## src/rtl/vga_pkg.sv

```systemverilog
// Shared VGA timing constants and decoder state encoding.
package vga_pkg;

  localparam int unsigned CNT_W            = 10;
  localparam int unsigned DEF_TOTAL_COLS   = 800;
  localparam int unsigned DEF_TOTAL_ROWS   = 525;
  localparam int unsigned DEF_ACTIVE_COLS  = 640;
  localparam int unsigned DEF_ACTIVE_ROWS  = 480;

  typedef enum logic [1:0] {
    SEARCH  = 2'd0,
    LOCKING = 2'd1,
    LOCKED  = 2'd2
  } sync_state_t;

endpackage

```

## src/rtl/sync_edge_detect.sv

```systemverilog
// Registers a 1-bit sync input; emits the delayed level and rise/fall pulses.
module sync_edge_detect (
  input  logic i_Clk,
  input  logic i_Reset,
  input  logic sig,
  output logic level,
  output logic rise,
  output logic fall
);

  // primed stays low for the first sample after reset, so a line already
  // high when reset releases is not mistaken for a rising edge.
  logic primed;

  // NOTE: sequential state uses non-blocking assignments so every register
  // samples the pre-edge values regardless of statement order.
  always_ff @(posedge i_Clk) begin
    if (i_Reset) begin
      level  <= 1'b0;
      primed <= 1'b0;
    end else begin
      level  <= sig;
      primed <= 1'b1;
    end
  end

  assign rise = primed &  sig & ~level;
  assign fall = primed & ~sig &  level;

endmodule

```

## src/rtl/vga_sync_decoder.sv

```systemverilog
// Recovers pixel column/row from an HSync/VSync pair and tracks timing lock.
module vga_sync_decoder
  import vga_pkg::*;
#(
  parameter int unsigned TOTAL_COLS  = DEF_TOTAL_COLS,
  parameter int unsigned TOTAL_ROWS  = DEF_TOTAL_ROWS,
  parameter int unsigned ACTIVE_COLS = DEF_ACTIVE_COLS,
  parameter int unsigned ACTIVE_ROWS = DEF_ACTIVE_ROWS,
  parameter int unsigned LOCK_FRAMES = 2
) (
  input  logic             i_Clk,
  input  logic             i_Reset,
  input  logic             i_HSync,
  input  logic             i_VSync,
  output logic             o_HSync,
  output logic             o_VSync,
  output logic [CNT_W-1:0] o_Col_Count,
  output logic [CNT_W-1:0] o_Row_Count,
  output logic             o_Frame_Start,
  output logic             o_Locked,
  output logic             o_Sync_Err
);

  localparam int unsigned GOOD_W = $clog2(LOCK_FRAMES + 1);

  logic h_rise, h_fall, v_rise, v_fall;
  logic unused_edges;

  sync_edge_detect u_hsync (
    .i_Clk  (i_Clk),
    .i_Reset(i_Reset),
    .sig    (i_HSync),
    .level  (o_HSync),
    .rise   (h_rise),
    .fall   (h_fall)
  );

  sync_edge_detect u_vsync (
    .i_Clk  (i_Clk),
    .i_Reset(i_Reset),
    .sig    (i_VSync),
    .level  (o_VSync),
    .rise   (v_rise),
    .fall   (v_fall)
  );

  assign unused_edges = ^{h_rise, h_fall, v_fall};

  sync_state_t      state;
  logic [CNT_W-1:0] col, row;
  logic [CNT_W-1:0] fr_col, fr_row, p_col, p_row;
  logic [GOOD_W-1:0] good, good_inc;
  logic             exp_h, exp_v, misalign, err;

  // NOTE: every variable gets a default at the top of always_comb so no
  // path leaves it unassigned, which would otherwise infer a latch.
  always_comb begin
    fr_col = col + 1'b1;
    fr_row = row;
    if (col == CNT_W'(TOTAL_COLS - 1)) begin
      fr_col = '0;
      fr_row = (row == CNT_W'(TOTAL_ROWS - 1)) ? '0 : row + 1'b1;
    end

    // Position of the incoming sample: pinned to the origin on a VSync rise
    // and while searching, otherwise the free-running successor.
    p_col = fr_col;
    p_row = fr_row;
    if (v_rise || state == SEARCH) begin
      p_col = '0;
      p_row = '0;
    end

    exp_h    = (p_col < CNT_W'(ACTIVE_COLS));
    exp_v    = (p_row < CNT_W'(ACTIVE_ROWS));
    misalign = v_rise && ((fr_col != '0) || (fr_row != '0));
    err      = (state != SEARCH) &&
               ((i_HSync != exp_h) || (i_VSync != exp_v) || misalign);
    good_inc = good + 1'b1;
  end

  always_ff @(posedge i_Clk) begin
    if (i_Reset) begin
      state         <= SEARCH;
      col           <= '0;
      row           <= '0;
      good          <= '0;
      o_Frame_Start <= 1'b0;
      o_Sync_Err    <= 1'b0;
      o_Locked      <= 1'b0;
    end else begin
      col           <= p_col;
      row           <= p_row;
      o_Frame_Start <= v_rise;
      o_Sync_Err    <= err;
      case (state)
        SEARCH: begin
          o_Locked <= 1'b0;
          if (v_rise) begin
            state <= LOCKING;
            good  <= '0;
          end
        end
        LOCKING, LOCKED: begin
          if (err) begin
            // An erroneous rise realigns in place; any other error drops out.
            state    <= v_rise ? LOCKING : SEARCH;
            good     <= '0;
            o_Locked <= 1'b0;
          end else if (v_rise && state == LOCKING) begin
            good <= good_inc;
            if (32'(good_inc) >= LOCK_FRAMES) begin
              state    <= LOCKED;
              o_Locked <= 1'b1;
            end
          end
        end
        default: begin
          state    <= SEARCH;
          good     <= '0;
          o_Locked <= 1'b0;
        end
      endcase
    end
  end

  assign o_Col_Count = col;
  assign o_Row_Count = row;

endmodule

```

## config.mk

```make
export PLATFORM = sky130hd
export DESIGN_NAME = vga_sync_decoder
export DESIGN_NICKNAME = d
export VERILOG_FILES = /design/src/rtl/vga_pkg.sv /design/src/rtl/sync_edge_detect.sv /design/src/rtl/vga_sync_decoder.sv
export SDC_FILE = /design/constraint.sdc
export NUM_CORES = 1
export LEC_CHECK = 0
export CORE_ASPECT_RATIO = 1.2
export CORE_MARGIN = 2
export CORE_UTILIZATION = 58
export DETAILED_ROUTE_END_ITERATION = 10
export PLACE_DENSITY_LB_ADDON = 0.1
export SLEW_MARGIN = 20
export SYNTH_ARGS = -nofsm -noshare
export SYNTH_HDL_FRONTEND = slang
export SYNTH_SLANG_ARGS = --single-unit
```

## constraint.sdc

```tcl
create_clock -name i_Clk -period 6.5 [get_ports i_Clk]
set_input_delay 1.625 -clock i_Clk [delete_from_list [all_inputs] [get_ports i_Clk]]
set_output_delay 1.625 -clock i_Clk [all_outputs]
set_load 0.1 [all_outputs]
```

==> flow_metrics.py <==
metrics = {
    "synth": {
        "synth-edff-count": 0,
        "synth.avg_cell_area_um2": 7.73,
        "syn_area_um2": 1880,
        "ys_ff_latch": 30,
        "ys_seq_area_frac": 0.320,
        "ys_async_sr_fraction": 0,
        "synth-simple-area-share": 0.340,
        "synth_compound_area_frac": 0.177,
        "synth_ff_type": "dfxtp_1",
        "syn_nets": 253,
        "synth_top_family_by_area": "simple AND/OR/NAND/NOR gates",
        "syn_inst": 243,
        "synth_mux_area_frac": 0.0113,
        "yosys.area_share.xor_xnor": 0.0513,
        "ys_types": 55,
        "synthAdderAreaFrac": 0.0400,
        "synth_warnings": 0,
    },
    "hold_path": {
        "worstHoldEndpoint": "o_Col_Count[0]$_SDFF_PP0_",
        "hold_depth": 1,
        "holdCritPathClass": "register to register",
        "worstHoldStart": "o_Col_Count[0]$_SDFF_PP0_",
    },
    "critical_path": {
        "cp_max_fo": 13,
        "path_class": "input port to register",
        "end_kind": "register",
        "ff2ff_setup_slack_ns": 3.16,
        "reg2reg_to": "good[0]$_SDFFE_PP0P_",
        "required_ns": 6.75,
        "reg2reg_depth": 9,
        "cp-startpoint": "i_VSync",
        "r2r_start": "o_Col_Count[0]$_SDFF_PP0_",
        "worstPathArrival_ns": 4.46,
        "start_kind": "input port",
    },
    "drt": {
        "vias": 1838,
        "post_drt_wl_per_cell_um": 14.0,
        "wirelength_um": 4200,
        "firstDrtPassIters": 4,
        "drc_errors": 0,
        "viasPerCell": 6.15,
        "ant_nets": 0,
        "drtIter0Drc": 62,
    },
    "clock_network": {
        "cts_setup_buffers": 0,
        "hold_buffers": 0,
        "cts_tree": "built",
        "cts_root_buffer": "clkbuf_4",
        "cts.clk_slew.worst_paths_ns": 0.10,
        "clock_latency_ns": 0.33,
        "cts_buffers": 5,
        "cts.sinks": 30,
        "clk_path_buf_depth": 2,
        "htreeDepth": 2,
        "cts_resized": 0,
    },
    "grt": {
        "grt_start_max_net_pins": 16,
        "overflow": 0,
        "grt_first_pass_wirelength_um": 7070,
        "grt_pass1_vias": 1533,
        "grt_usage": 0.244,
        "antenna_found_initial": 0,
    },
    "placed_design": {
        "dpl.hpwl_um": 3100,
        "io_buffers": 28,
        "gp_congestion": 0.956,
    },
    "layout": {
        "antenna_cells": 0,
        "syn_to_final_growth_pct": 16.7,
        "final_layout_size_suffix_gt1_frac": 0.0646,
        "seq_area_um2": 601,
        "finalNetCount": 272,
        "fillers": 270,
        "fin_util": 0.711,
        "multi_input_area_um2": 1160,
    },
    "pwr": {
        "vdd_drop_max_mv": 0.140,
        "total_power_uw": 332,
        "power_leakage_uw": 0.000808,
        "p_per_area_nw_per_um2": 152,
    },
    "floorplan": {
        "row_count": 22,
        "core_um2": 3080,
        "fp.dieH_um": 66.3,
        "die_area_um2": 3710,
        "start_util": 0.609,
        "ios": 29,
        "die_w_um": 55.9,
    },
    "sta": {
        "hold_viol_final": 0,
        "timing.final.crit_share": 0.647,
        "maxSlewViolCount": 0,
        "fin_tns_setup_ns": 0,
        "relSlewSlack": 0.351,
        "timing.fmax_mhz": 238,
        "worstMarginPinSlew_ns": 0.971,
        "min_period_ns": 4.20,
        "skew_ns": 0.0155,
        "setup_viol": 0,
        "rsz0062_at_grt": "false",
    },
    "outcome": {
        "status": "finished clean",
    },
    "job": {
        "drv_cap": 0,
    },
}
-- layout by cell type, fill, tap and decap left out, types with 3 or more instances in the layout --
cell type,synthesis,layout
nor2_1,33,33
dfxtp_1,30,30
clkdlybuf4s50_1,0,28
nand2_1,18,18
a21oi_1,13,13
inv_1,11,11
nand3_1,11,11
o21ai_0,11,11
nor3_1,10,10
nand4_1,10,10
xor2_1,7,7
ha_1,6,6
and3_1,5,5
nor2b_1,5,5
clkbuf_4,0,5
and4_1,4,4
and2_1,4,4
xnor2_1,4,4
a31oi_1,3,3
nand3b_1,3,3
-- how the worst max path moves through the flow --
stage	endpoint	depth (start not counted)
final	good[0]$_SDFFE_PP0P_	9
after global routing	good[0]$_SDFFE_PP0P_	9
after CTS	good[0]$_SDFFE_PP0P_	9
after detailed placement	good[0]$_SDFFE_PP0P_	9
after global placement	good[0]$_SDFFE_PP0P_	9
after floorplan	good[0]$_SDFFE_PP0P_	10
-- synthesized netlist by cell type, types with 3 or more instances --
library cell / instances / area, µm²
xnor2_1: 4 / 35.0
xor2_1: 7 / 61.3
buf_2: 4 / 20.0
a31oi_1: 3 / 18.8
nor2_1: 33 / 124
dfxtp_1: 30 / 601
o21ai_0: 11 / 55.1
nand4_1: 10 / 62.6
inv_1: 11 / 41.3
nand3b_1: 3 / 22.5
a21oi_1: 13 / 65.1
ha_1: 6 / 75.1
nand2_1: 18 / 67.6
nor3_1: 10 / 50.1
nor2b_1: 5 / 31.3
clkbuf_1: 10 / 37.5
nand3_1: 11 / 55.1
and4_1: 4 / 35.0
and3_1: 5 / 31.3
and2_1: 4 / 25.0
-- per-layer routing --
| layer | GRT usage | vias up | wire [µm] |
|---|---|---|---|
| met5 | 0 | - | 0 |
| met4 | 0.119 | 0 | 108 |
| met2 | 0.411 | 52 | 2030 |
| met3 | 0.0470 | 12 | 176 |
| met1 | 0.299 | 866 | 1890 |
| li1 | - | 908 | - |
-- critical path: stages --
cell,delay (ns)
clkdlybuf4s50_1,0.57
nand2_1,0.09
nor2_1,0.58
nand4_1,0.17
or4_1,0.42
or4b_4,0.54
o211ai_2,0.10
a21oi_2,0.11
nor4_2,0.25
-- cell families after synthesis --
family	after synthesis
simple gates	118
compound gates	49
flops	30
buf+inv	27
xor+xnor	11
fa+ha+maj	6
mux	2
-- per-stage QoR --
step / setup WS, ns / area (µm²) / std cells / hold slack (ns)
detailed placement: 1.97 / 2130 / 291 / 0.483
global route: 2.10 / 2190 / 299 / 0.538
global placement: 2.06 / 2130 / 291 / 0.476
floorplan: 2.87 / 1880 / 243 / 0.510
finish: 2.30 / 2190 / 299 / 0.502
CTS: 2.31 / 2190 / 299 / 0.505
-- state kept, by name, summed over array words and instances, names as in the netlist --
signal	count
good	2
o_Col_Count	10
o_Frame_Start	1
o_Locked	1
o_Row_Count	10
o_Sync_Err	1
state	2
u_hsync.level	1
u_vsync.level	1
u_vsync.primed	1
-- area by class of cell --
class,instances,share of cell area
clock buffer,7,0.0251
clock inverter,1,0.00228
inverter,11,0.0188
multi-input combinational,186,0.531
sequential,30,0.274
tap,36,0.0206
timing repair buffer,28,0.128
-- power by group --
group | leakage [µW] | total, µW | switching [µW] | internal (µW)
Clock | 0.0000353 | 116 | 63.7 | 52.3
Combinational | 0.000530 | 29.4 | 21.0 | 8.42
Sequential | 0.000243 | 187 | 1.21 | 186
No activity file was read; power rests on OpenSTA's default activity.
